File: config.mk
export PLATFORM = sky130hd
export DESIGN_NAME = cam_capture_scaler_flat
export DESIGN_NICKNAME = d
export VERILOG_FILES = /design/src/rtl/cam_capture_scaler_pkg.sv /design/src/rtl/cam_capture_scaler_if.sv /design/src/rtl/cam_pixel_convert.sv /design/src/rtl/cam_capture_scaler.sv /design/src/flat_wrapper.sv
export SDC_FILE = /design/constraint.sdc
export NUM_CORES = 1
export LEC_CHECK = 0
export CAP_MARGIN = 20
export CELL_PAD_IN_SITES_DETAIL_PLACEMENT = 1
export CELL_PAD_IN_SITES_GLOBAL_PLACEMENT = 1
export CORE_ASPECT_RATIO = 0.7
export CORE_MARGIN = 3
export CORE_UTILIZATION = 35
export DETAILED_ROUTE_END_ITERATION = 12
export GPL_ROUTABILITY_DRIVEN = 1
export GPL_TIMING_DRIVEN = 0
export PLACE_DENSITY_LB_ADDON = 0.1
export REMOVE_ABC_BUFFERS = 1
export SETUP_SLACK_MARGIN = 0.4
export SLEW_MARGIN = 20
export SYNTH_ARGS = -nofsm -noshare
export SYNTH_HDL_FRONTEND = slang
export SYNTH_SLANG_ARGS = --single-unit
File: constraint.sdc
create_clock -name clk -period 2 [get_ports clk]
set_input_delay 0.3 -clock clk [delete_from_list [all_inputs] [get_ports clk]]
set_output_delay 0.3 -clock clk [all_outputs]
set_load 0.1 [all_outputs]
File: src/rtl/cam_capture_scaler_pkg.sv
// Shared encodings for the OV7670 capture/scaler: output formats, FSM states,
// RGB565 field positions and (with CAM_CAPTURE_TEST_PATTERN_EN) the colour-bar table.
package cam_capture_scaler_pkg;

    localparam int FMT_RGB332 = 0;
    localparam int FMT_RGB444 = 1;

    typedef enum logic [1:0] {
        S_IDLE   = 2'd0,
        S_VBLANK = 2'd1,
        S_ACTIVE = 2'd2
    } state_t;

    localparam int R_MSB = 15;
    localparam int R_LSB = 11;
    localparam int G_MSB = 10;
    localparam int G_LSB = 5;
    localparam int B_MSB = 4;
    localparam int B_LSB = 0;

    function automatic int fmt_width(input int fmt);
        return (fmt == FMT_RGB444) ? 12 : 8;
    endfunction

`ifdef CAM_CAPTURE_TEST_PATTERN_EN
    // Left to right: white, yellow, cyan, green, magenta, red, blue, black (RGB565).
    localparam logic [15:0] COLOR_BAR [8] = '{
        16'hFFFF, 16'hFFE0, 16'h07FF, 16'h07E0,
        16'hF81F, 16'hF800, 16'h001F, 16'h0000
    };
`endif

endpackage

File: src/rtl/cam_capture_scaler_if.sv
// Frame-buffer write port: address, data and a one-cycle write strobe.
interface cam_capture_scaler_if #(
    parameter int AW = 15,
    parameter int DW = 8
);
    logic [AW-1:0] mem_addr;
    logic [DW-1:0] mem_data;
    logic          mem_we;

    modport master (output mem_addr, output mem_data, output mem_we);
    modport slave  (input  mem_addr, input  mem_data, input  mem_we);
endinterface

File: src/rtl/cam_pixel_convert.sv
// Combinational RGB565 -> RGB332/RGB444 converter; with CAM_CAPTURE_TEST_PATTERN_EN
// a colour-bar source can replace the camera pixel before conversion.
module cam_pixel_convert
    import cam_capture_scaler_pkg::*;
#(
    parameter int OUT_FMT = FMT_RGB332,
`ifdef CAM_CAPTURE_TEST_PATTERN_EN
    parameter int CAM_X   = 160,
    parameter int XW      = 8,
`endif
    parameter int DW      = 8
) (
    input  logic [15:0]   pix_in,
`ifdef CAM_CAPTURE_TEST_PATTERN_EN
    input  logic          pattern_sel,
    input  logic [XW-1:0] wr_x,
`endif
    output logic [DW-1:0] pix_out
);

    logic [15:0] src;
    logic [4:0]  r;
    logic [5:0]  g;
    logic [4:0]  b;

`ifdef CAM_CAPTURE_TEST_PATTERN_EN
    logic [2:0] band;
    assign band = 3'((int'(wr_x) * 8) / CAM_X);
    assign src  = pattern_sel ? COLOR_BAR[band] : pix_in;
`else
    assign src  = pix_in;
`endif

    assign r = src[R_MSB:R_LSB];
    assign g = src[G_MSB:G_LSB];
    assign b = src[B_MSB:B_LSB];

    if (OUT_FMT == FMT_RGB444) begin : g_rgb444
        logic unused_lsbs;
        assign unused_lsbs = ^{r[0], g[1:0], b[0]};
        assign pix_out     = {r[4:1], g[5:2], b[4:1]};
    end else begin : g_rgb332
        logic unused_lsbs;
        assign unused_lsbs = ^{r[1:0], g[2:0], b[2:0]};
        assign pix_out     = {r[4:2], g[5:3], b[4:3]};
    end

endmodule

File: src/rtl/cam_capture_scaler.sv
// OV7670 capture front-end: byte pairing, DEC_X/DEC_Y decimation, format conversion
// and frame-buffer writes. Optional colour bars via CAM_CAPTURE_TEST_PATTERN_EN.
module cam_capture_scaler
    import cam_capture_scaler_pkg::*;
#(
    parameter int CAM_X   = 160,
    parameter int CAM_Y   = 120,
    parameter int DEC_X   = 4,
    parameter int DEC_Y   = 4,
    parameter int AW      = 15,
    parameter int OUT_FMT = FMT_RGB332,
    parameter int DW      = 8
) (
    input  logic       clk,
    input  logic       rst,
    input  logic       capture_en,
    input  logic       vsync,
    input  logic       href,
    input  logic [7:0] data,
`ifdef CAM_CAPTURE_TEST_PATTERN_EN
    input  logic       pattern_sel,
`endif
    cam_capture_scaler_if.master mem,
    output logic       frame_done,
    output logic [7:0] frame_cnt,
    output logic       overflow,
    output logic       busy
);

    if (DW != fmt_width(OUT_FMT) || (OUT_FMT != FMT_RGB332 && OUT_FMT != FMT_RGB444)) begin : g_bad_fmt
        $error("cam_capture_scaler: DW must be 8 for RGB332 and 12 for RGB444");
    end
    if ((1 << AW) <= CAM_X * CAM_Y) begin : g_bad_aw
        $error("cam_capture_scaler: AW too small for CAM_X*CAM_Y");
    end
    if (DEC_X < 1 || DEC_X > 8 || (DEC_X & (DEC_X - 1)) != 0 ||
        DEC_Y < 1 || DEC_Y > 8 || (DEC_Y & (DEC_Y - 1)) != 0) begin : g_bad_dec
        $error("cam_capture_scaler: DEC_X/DEC_Y must be powers of two in 1..8");
    end

    localparam int             XW         = $clog2(CAM_X + 1);
    localparam int             YW         = $clog2(CAM_Y + 1);
    localparam logic [XW-1:0]  CAM_X_W    = XW'(CAM_X);
    localparam logic [YW-1:0]  CAM_Y_W    = YW'(CAM_Y);
    localparam logic [AW-1:0]  LINE_STEP  = AW'(CAM_X);
    localparam logic [7:0]     DEC_X_MASK = 8'(DEC_X - 1);
    localparam logic [7:0]     DEC_Y_MASK = 8'(DEC_Y - 1);

    // Registered camera inputs and their previous values for edge detection.
    logic       vsync_q, href_q, vsync_prev_q, href_prev_q;
    logic [7:0] data_q;

    state_t        state_q, state_d;
    logic          phase_q, phase_d;
    logic [7:0]    hi_q, hi_d;
    logic [7:0]    src_x_q, src_x_d, src_y_q, src_y_d;
    logic [XW-1:0] wr_x_q, wr_x_d;
    logic [YW-1:0] wr_y_q, wr_y_d;
    logic [AW-1:0] line_base_q, line_base_d;
    logic [AW-1:0] mem_addr_q, mem_addr_d;
    logic [DW-1:0] mem_data_q, mem_data_d;
    logic          mem_we_q, mem_we_d;
    logic          frame_done_q, frame_done_d;
    logic [7:0]    frame_cnt_q, frame_cnt_d;
    logic          overflow_q, overflow_d;

    logic          vsync_rise, vsync_fall, href_fall;
    logic          line_kept, keep_pix;
    logic [DW-1:0] pix_conv;

    assign vsync_rise = vsync_q & ~vsync_prev_q;
    assign vsync_fall = ~vsync_q & vsync_prev_q;
    assign href_fall  = ~href_q & href_prev_q;
    assign line_kept  = (src_y_q & DEC_Y_MASK) == 8'd0;
    assign keep_pix   = line_kept && ((src_x_q & DEC_X_MASK) == 8'd0);

    cam_pixel_convert #(
        .OUT_FMT    (OUT_FMT),
`ifdef CAM_CAPTURE_TEST_PATTERN_EN
        .CAM_X      (CAM_X),
        .XW         (XW),
`endif
        .DW         (DW)
    ) u_convert (
        .pix_in     ({hi_q, data_q}),
`ifdef CAM_CAPTURE_TEST_PATTERN_EN
        .pattern_sel(pattern_sel),
        .wr_x       (wr_x_q),
`endif
        .pix_out    (pix_conv)
    );

    always_comb begin
        // NOTE: every _d takes its hold value first, so no path through this block infers a latch.
        state_d      = state_q;
        phase_d      = phase_q;
        hi_d         = hi_q;
        src_x_d      = src_x_q;
        src_y_d      = src_y_q;
        wr_x_d       = wr_x_q;
        wr_y_d       = wr_y_q;
        line_base_d  = line_base_q;
        mem_addr_d   = mem_addr_q;
        mem_data_d   = mem_data_q;
        mem_we_d     = 1'b0;
        frame_done_d = 1'b0;
        frame_cnt_d  = frame_cnt_q;
        overflow_d   = overflow_q;

        unique case (state_q)
            S_IDLE: begin
                if (capture_en && vsync_q) state_d = S_VBLANK;
            end
            S_VBLANK: begin
                src_x_d     = '0;
                src_y_d     = '0;
                wr_x_d      = '0;
                wr_y_d      = '0;
                line_base_d = '0;
                mem_addr_d  = '0;
                overflow_d  = 1'b0;
                phase_d     = 1'b0;
                if (vsync_fall) state_d = S_ACTIVE;
            end
            S_ACTIVE: begin
                if (href_q) begin
                    if (!phase_q) begin
                        hi_d    = data_q;
                        phase_d = 1'b1;
                    end else begin
                        phase_d = 1'b0;
                        src_x_d = src_x_q + 8'd1;
                        if (keep_pix) begin
                            if (wr_x_q < CAM_X_W && wr_y_q < CAM_Y_W) begin
                                mem_we_d   = 1'b1;
                                mem_addr_d = line_base_q + AW'(wr_x_q);
                                mem_data_d = pix_conv;
                                wr_x_d     = wr_x_q + XW'(1);
                            end else begin
                                overflow_d = 1'b1;
                            end
                        end
                    end
                end
                // Line end drops any odd trailing byte; kept lines advance the aligned base.
                if (href_fall) begin
                    phase_d = 1'b0;
                    src_x_d = '0;
                    wr_x_d  = '0;
                    src_y_d = src_y_q + 8'd1;
                    if (line_kept && wr_y_q < CAM_Y_W) begin
                        wr_y_d      = wr_y_q + YW'(1);
                        line_base_d = line_base_q + LINE_STEP;
                    end
                end
                if (vsync_rise) begin
                    frame_done_d = 1'b1;
                    frame_cnt_d  = frame_cnt_q + 8'd1;
                    state_d      = capture_en ? S_VBLANK : S_IDLE;
                end
            end
            default: state_d = S_IDLE;
        endcase
    end

    always_ff @(posedge clk or negedge rst) begin
        if (!rst) begin
            vsync_q      <= 1'b0;
            href_q       <= 1'b0;
            data_q       <= '0;
            vsync_prev_q <= 1'b0;
            href_prev_q  <= 1'b0;
            state_q      <= S_IDLE;
            phase_q      <= 1'b0;
            hi_q         <= '0;
            src_x_q      <= '0;
            src_y_q      <= '0;
            wr_x_q       <= '0;
            wr_y_q       <= '0;
            line_base_q  <= '0;
            mem_addr_q   <= '0;
            mem_data_q   <= '0;
            mem_we_q     <= 1'b0;
            frame_done_q <= 1'b0;
            frame_cnt_q  <= '0;
            overflow_q   <= 1'b0;
        end else begin
            // NOTE: non-blocking so every flop samples pre-edge values, independent of statement order.
            vsync_q      <= vsync;
            href_q       <= href;
            data_q       <= data;
            vsync_prev_q <= vsync_q;
            href_prev_q  <= href_q;
            state_q      <= state_d;
            phase_q      <= phase_d;
            hi_q         <= hi_d;
            src_x_q      <= src_x_d;
            src_y_q      <= src_y_d;
            wr_x_q       <= wr_x_d;
            wr_y_q       <= wr_y_d;
            line_base_q  <= line_base_d;
            mem_addr_q   <= mem_addr_d;
            mem_data_q   <= mem_data_d;
            mem_we_q     <= mem_we_d;
            frame_done_q <= frame_done_d;
            frame_cnt_q  <= frame_cnt_d;
            overflow_q   <= overflow_d;
        end
    end

    assign mem.mem_addr = mem_addr_q;
    assign mem.mem_data = mem_data_q;
    assign mem.mem_we   = mem_we_q;
    assign frame_done   = frame_done_q;
    assign frame_cnt    = frame_cnt_q;
    assign overflow     = overflow_q;
    assign busy         = (state_q == S_ACTIVE);

endmodule

File: src/flat_wrapper.sv
// flat-port wrapper written by rule: the top's interface ports become plain ports
module cam_capture_scaler_flat import cam_capture_scaler_pkg::*;
#(
    parameter int CAM_X   = 160,
    parameter int CAM_Y   = 120,
    parameter int DEC_X   = 4,
    parameter int DEC_Y   = 4,
    parameter int AW      = 15,
    parameter int OUT_FMT = FMT_RGB332,
    parameter int DW      = 8
)
  (clk, rst, capture_en, vsync, href, data, frame_done, frame_cnt, overflow, busy, mem_mem_addr, mem_mem_data, mem_mem_we);
  cam_capture_scaler_if #(.AW(AW), .DW(DW)) mem_i ();
  input  logic clk;
  input  logic rst;
  input  logic capture_en;
  input  logic vsync;
  input  logic href;
  input  logic [7:0] data;
  output logic frame_done;
  output logic [7:0] frame_cnt;
  output logic overflow;
  output logic busy;
  output wire logic [$bits(mem_i.mem_addr)-1:0] mem_mem_addr;
  output wire logic [$bits(mem_i.mem_data)-1:0] mem_mem_data;
  output wire logic [$bits(mem_i.mem_we)-1:0] mem_mem_we;
  assign mem_mem_addr = mem_i.mem_addr;
  assign mem_mem_data = mem_i.mem_data;
  assign mem_mem_we = mem_i.mem_we;
  cam_capture_scaler #(.CAM_X(CAM_X), .CAM_Y(CAM_Y), .DEC_X(DEC_X), .DEC_Y(DEC_Y), .AW(AW), .OUT_FMT(OUT_FMT), .DW(DW)) u_core (.clk(clk), .rst(rst), .capture_en(capture_en), .vsync(vsync), .href(href), .data(data), .mem(mem_i), .frame_done(frame_done), .frame_cnt(frame_cnt), .overflow(overflow), .busy(busy));
endmodule
## After elaboration in Yosys (flattened, before gate mapping)

Index checks and enable logic that the tools add are counted.

| operators by class | value |
|---|---|
| add/subtract/negate cells | 7 |
| magnitude comparators | 2 |
| equality and inequality tests | 16 |
| multiplexer cells | 44 |
| bitwise logic cells | 7 |
| reductions and logical operators | 19 |

Operators with widths:

| cell | number |
|---|---|
| $mux 15 | 6 |
| $mux 8 | 9 |
| $pmux 15 s2 | 2 |
| $pmux 8 s2 | 3 |
| $add 8x1->8 const B | 4 |
| $reduce_and 5->1 | 4 |
| $ne 2x1->1 const B | 9 |
| $logic_not 8->1 | 2 |
| $add 15x8->15 | 1 |
| $add 15x8->15 const B | 1 |
| $mux 1 | 15 |
| $mux 7 | 2 |
| $pmux 7 s2 | 1 |
| $ne 3x1->1 const B | 4 |
| $reduce_and 3->1 | 4 |
| $lt 8x8->1 const B | 1 |
| $add 7x1->7 const B | 1 |
| $lt 7x7->1 const B | 1 |
| $mux 2 | 3 |
| $pmux 2 s3 | 1 |
| $reduce_and 2->1 | 3 |
| $logic_and 1x1->1 | 4 |
| $not 1->1 | 4 |
| $pmux 1 s2 | 2 |
| 6 further kinds | 8 |

| word-level totals | value |
|---|---|
| flip-flop bits (word level) | 103 |
| word-level logic and storage cells | 114 |

## Longest topological paths before layout

| logic depth | value |
|---|---|
| word-level depth | 8 |
| mapped depth | 9 |
| mapped depth without buffers | 8 |

## Modules after synthesis

Synthesis repeated with hierarchy kept, for this count alone.

| second synthesis, totals | value |
|---|---|
| cells, all modules | 377 |
| area total of the unflattened synthesis | 4162.7 um^2 |

Modules (own cells, without submodules):

| module | instances | cells each | area each (um^2) | sequential area each (um^2) |
|---|---|---|---|---|
| cam_capture_scaler | 1 | 369 | 4102.7 | 2152.1 |
| cam_pixel_convert | 1 | 8 | 60.1 | 0.0 |

## Worst setup path after synthesis

No wires, ideal clock.

| timing path | value |
|---|---|
| path kind | register to register |
| from | register u_core.state_q[0] |
| to | register u_core.frame_cnt_q[6] (netlist: u_core.frame_cnt[6]) |
| setup time | 0.162 ns |
| arrival time | 2.430 ns |
| data required time | 1.838 ns |
| path slack | -0.591 ns |
| stages on the path, launching flop included | 10 |
| cells stage by stage | dfrtp_1 inv_1 ha_1 buf_4 inv_1 or2_2 inv_1 nand4_1 nor2_1 xor2_1 |

| between the ends | value |
|---|---|
| cells in the longest elaborated chain, start to end | 2 |

RTL lines:

| what | RTL line | source |
|---|---|---|
| start: declaration | cam_capture_scaler.sv:53 | `state_t state_q, state_d;` |
| start signal: assignment | cam_capture_scaler.sv:194 | `state_q <= state_d;` |
| $eq 2x2->1 | n/a |  |
| named net busy | flat_wrapper.sv:23 | `output logic busy;` |
| $reduce_and 2->1 (no line) | n/a |  |
| end signal: assignment | cam_capture_scaler.sv:206 | `frame_cnt_q <= frame_cnt_d;` |
| end: declaration | cam_capture_scaler.sv:64 | `logic [7:0] frame_cnt_q, frame_cnt_d;` |

The timed path passes the listed nets, and every way through them passes these cells.
A chain may end at the register's enable or synchronous reset.

## Worst setup path after layout

| timing path | value |
|---|---|
| from | register u_core.state_q[1] |
| to | register u_core.line_base_q[9] |

| between the ends | value |
|---|---|
| cells in the longest elaborated chain, start to end | 3 |

RTL lines:

| what | RTL line | source |
|---|---|---|
| $eq 2x2->1 / $eq 2x1->1 (equally long branches) | cam_capture_scaler.sv:110 | `unique case (state_q)` |
| $ne 2x1->1 (no line) / $reduce_bool 2->1 (equally long branches) | n/a |  |
| $reduce_and 3->1 (no line) | n/a |  |
| end signal: assignment | cam_capture_scaler.sv:201 | `line_base_q <= line_base_d;` |
| end: declaration | cam_capture_scaler.sv:59 | `logic [AW-1:0] line_base_q, line_base_d;` |

Parallel ways exist; a longest one is shown, timed or not.

==> flow_summary_export.csv <==
group,metric,value,unit
timing,maxSlewViolCount,0,
clocking,h-tree-depth,3,
place,dp.final_hpwl,5849,microns
layout,drive_above_1_share,0.4433,
timing,setup_viol,0,
worst_setup_path,worst-setup-path-type,"register to register",
clocking,cts_max_path_buffers,2,
power,power,7.263,mW
timing,relSlewSlack,0.6349,
timing,setup_slack,0.1740,ns
grt,grt_usage,0.1771,
worst_setup_path,arrival,2.04,ns
worst_setup_path,r2r_slack,0.17,ns
floorplanning,die_width,130.6,microns
timing,finalWorstPathRequiredPeriod,1.826,ns
power,leakage,2.689,nW
floorplanning,io_pins,48,
logic_synthesis,async_flop_share,1.000,
flow_run,maxCapViolCount,0,
timing,finalCritPeriodShare,0.9130,
layout,antennaDiodeCount,0,
route,routed_wl,11010,microns
logic_synthesis,ys.flop_type,"dfrtp_1",
floorplanning,row_count,31,
grt,grt_max_degree,51,
place,placed_cells,528,
logic_synthesis,synth_top_area_cell,"dfrtp_1",
floorplanning,start_util,0.3633,
place,pre_cts_ws,-1.536,ns
logic_synthesis,yosysWarnings,0,
clocking,cts_tree,"built",
floorplanning,core_area,10470,sq um
layout,nets,507,
power,power_density,1248,nW/um^2
logic_synthesis,netlist_area,3805,sq um
worst_setup_path,cp_cell_sequence,"inv_2 -> ha_4 -> a21bo_4 -> or2_4 -> buf_6 -> a21oi_2 -> o31ai_1",
route,dr.first_iter.drc_count,130,
route,dr.pass1.iters,4,
clocking,cts.sinks,84,
route,ant_nets,0,
timing,clock.fmax,0.5477,GHz
clocking,cts_root_buffer,"clkbuf_16",
floorplanning,die_y,93.24,microns
layout,syn_to_final_growth,53.01,%
worst_setup_path,slowest_delay,0.41,ns
grt,grt_pass1_vias,3223,
logic_synthesis,synth.top_cells.by_area,"dfrtp_1, nand2_1, xnor2_1, ha_1, nor2_1",
logic_synthesis,synth_edf_count,0,
logic_synthesis,syn_area_per_cell,10.54,sq um
logic_synthesis,synth_seq_cells,84,
power,ir_drop,618.4,uV
timing,whs,0.3862,ns
worst_setup_path,worstSetupEndpointType,"register",
worst_setup_path,critPathTopFamily,"compound AO/OA/AOI/OAI gates",
route,vias,3129,
route,viasPerCell,5.071,
grt,grt_first_pass_wirelength,16820,microns
timing,rsz0062_at_grt,"true",
timing,worstMarginPinSlew,0.5503,ns
route,drc,0,
clocking,cts-buffers-inserted,9,
route,avgRoutedWirePerCell,17.85,microns
logic_synthesis,yosysUniqueCellTypes,49,
layout,layout_commonest_cell,"dfrtp_1",
timing,finalSetupTns,0,ns
grt,grt_overflow_total,0,
place,gp_congestion,0.7166,
worst_setup_path,crit_slowest_cell,"dfrtp_2",
worst_setup_path,path_buf_inv,2,
timing,finalClockSkew,0.006903,ns
grt,antenna_found_initial,0,
run_status,status,"completed",
layout,fin_cells,617,
clocking,clkTransAtPathRegs,0.07,ns
worst_setup_path,start_kind,"register",
floorplanning,die_area,12180,sq um
timing,hold_viol,0,
worst_setup_path,path_max_fanout,6,
place,port-buffer-count,47,
worst_setup_path,cp.required,2.21,ns
logic_synthesis,synth_top_area_share,0.5524,
layout,most-common-layout-cells,"dfrtp_1, nand2_1, buf_4",
clocking,clock_latency,0.35,ns
logic_synthesis,ys_seq_area_frac,0.5524,
hold_path,hold_path_class,"input port to register",
logic_synthesis,synth_cells,361,
## synth_stat cells, types with 2 or more instances
| library cell | count |
|---|---|
| nand4b_1 | 2 |
| nand4_1 | 7 |
| nor2b_1 | 2 |
| buf_2 | 2 |
| inv_1 | 9 |
| nand3b_1 | 3 |
| buf_4 | 4 |
| o21ai_0 | 15 |
| and4_1 | 4 |
| nor3_1 | 6 |
| nand2_1 | 70 |
| and3_1 | 4 |
| nand3_1 | 11 |
| dfrtp_1 | 84 |
| a21oi_1 | 8 |
| nor4_1 | 4 |
| xnor2_1 | 22 |
| clkbuf_1 | 3 |
| o31ai_1 | 5 |
| a31oi_1 | 2 |
| nor2_1 | 28 |
| buf_1 | 2 |
| a22o_1 | 5 |
| or2_2 | 2 |
| ha_1 | 14 |
| mux2_2 | 7 |
| and2_1 | 3 |
| xor2_1 | 11 |
| a41oi_1 | 2 |
## through the flow
stage	util	cell area (sq um)
2_1_floorplan	-	3730
3_3_place_gp	0.4168	4365
3_5_place_dp	0.4192	4390
4_1_cts	0.5231	5478
5_1_grt	0.5559	5822
6_report	0.5559	5822
## final cells by class
type                       instances  area, sq um
multi-input combinational        255         2048
sequential                        84         2108
clock buffer                       9        225.2
fill                            1102         4651
timing repair buffer             120         1145
clock inverter                     7        81.33
inverter                          10        48.80
tap                              132        165.2
## where the power goes
group	internal, mW	leakage [nW]	switching, mW	total [mW]
Combinational	1.55	1.41	1.92	3.47
Clock	0.993	0.153	0.760	1.75
Sequential	1.88	1.12	0.158	2.04
## worst register-to-register path: stages, from the launching register on
cell	delay, ns
dfrtp_2	0.41
inv_2	0.07
ha_4	0.29
a21bo_4	0.26
or2_4	0.30
buf_6	0.14
a21oi_2	0.13
o31ai_1	0.10
## state kept, by name, indices dropped and copies added (netlist names), 2 cells and up
| register | count |
|---|---|
| u_core.mem.mem_addr | 15 |
| u_core.line_base_q | 10 |
| u_core.data_q | 8 |
| u_core.frame_cnt | 8 |
| u_core.mem.mem_data | 8 |
| u_core.wr_x_q | 8 |
| u_core.wr_y_q | 7 |
| u_core.hi_q | 6 |
| u_core.src_x_q | 2 |
| u_core.src_y_q | 2 |
| u_core.state_q | 2 |
## repair_timing
item,in CTS,in global routing
resized for setup,214,79
endpoints found under the setup margin,107,79
gates cloned,2,0
hold buffers,1,0
endpoints found under the hold margin,34,0
pin swaps,38,44
setup buffers,47,23
## final timing paths
path                                          startpoint  cells after the start                                 end
setup / recovery           u_core.state_q[1]$_DFFE_PN0P_                      7   u_core.line_base_q[9]$_DFFE_PN0P_
hold / removal                                   data[1]                      1          u_core.data_q[1]$_DFF_PN0_
setup reg to reg           u_core.state_q[1]$_DFFE_PN0P_                      7   u_core.line_base_q[9]$_DFFE_PN0P_
hold reg to reg               u_core.data_q[4]$_DFF_PN0_                      2  u_core.mem.mem_data[1]$_DFFE_PN0P_
max in group asynchronous                            rst                      3        u_core.wr_x_q[6]$_DFFE_PN0P_
min in group asynchronous                            rst                      2  u_core.mem.mem_addr[8]$_DFFE_PN0P_
## logic make-up after synthesis
kind of cell / after synthesis / share of synthesized area
mux: 7 / 0.02072
buf+inv: 23 / 0.02959
fa+ha+maj: 14 / 0.04604
compound gates: 45 / 0.07925
xor+xnor: 33 / 0.07596
other cells: 1 / 0.0009856
flops: 84 / 0.5525
simple gates: 154 / 0.1950
## layer usage
metal / routed length, microns / up-vias / track usage
met5: 0 / - / 0
met4: 139 / 0 / 0.05137
met3: 336 / 13 / 0.05308
met2: 5293 / 59 / 0.2695
met1: 5243 / 1580 / 0.2441
li1: - / 1477 / -
Power figures use the tool's default switching activity.
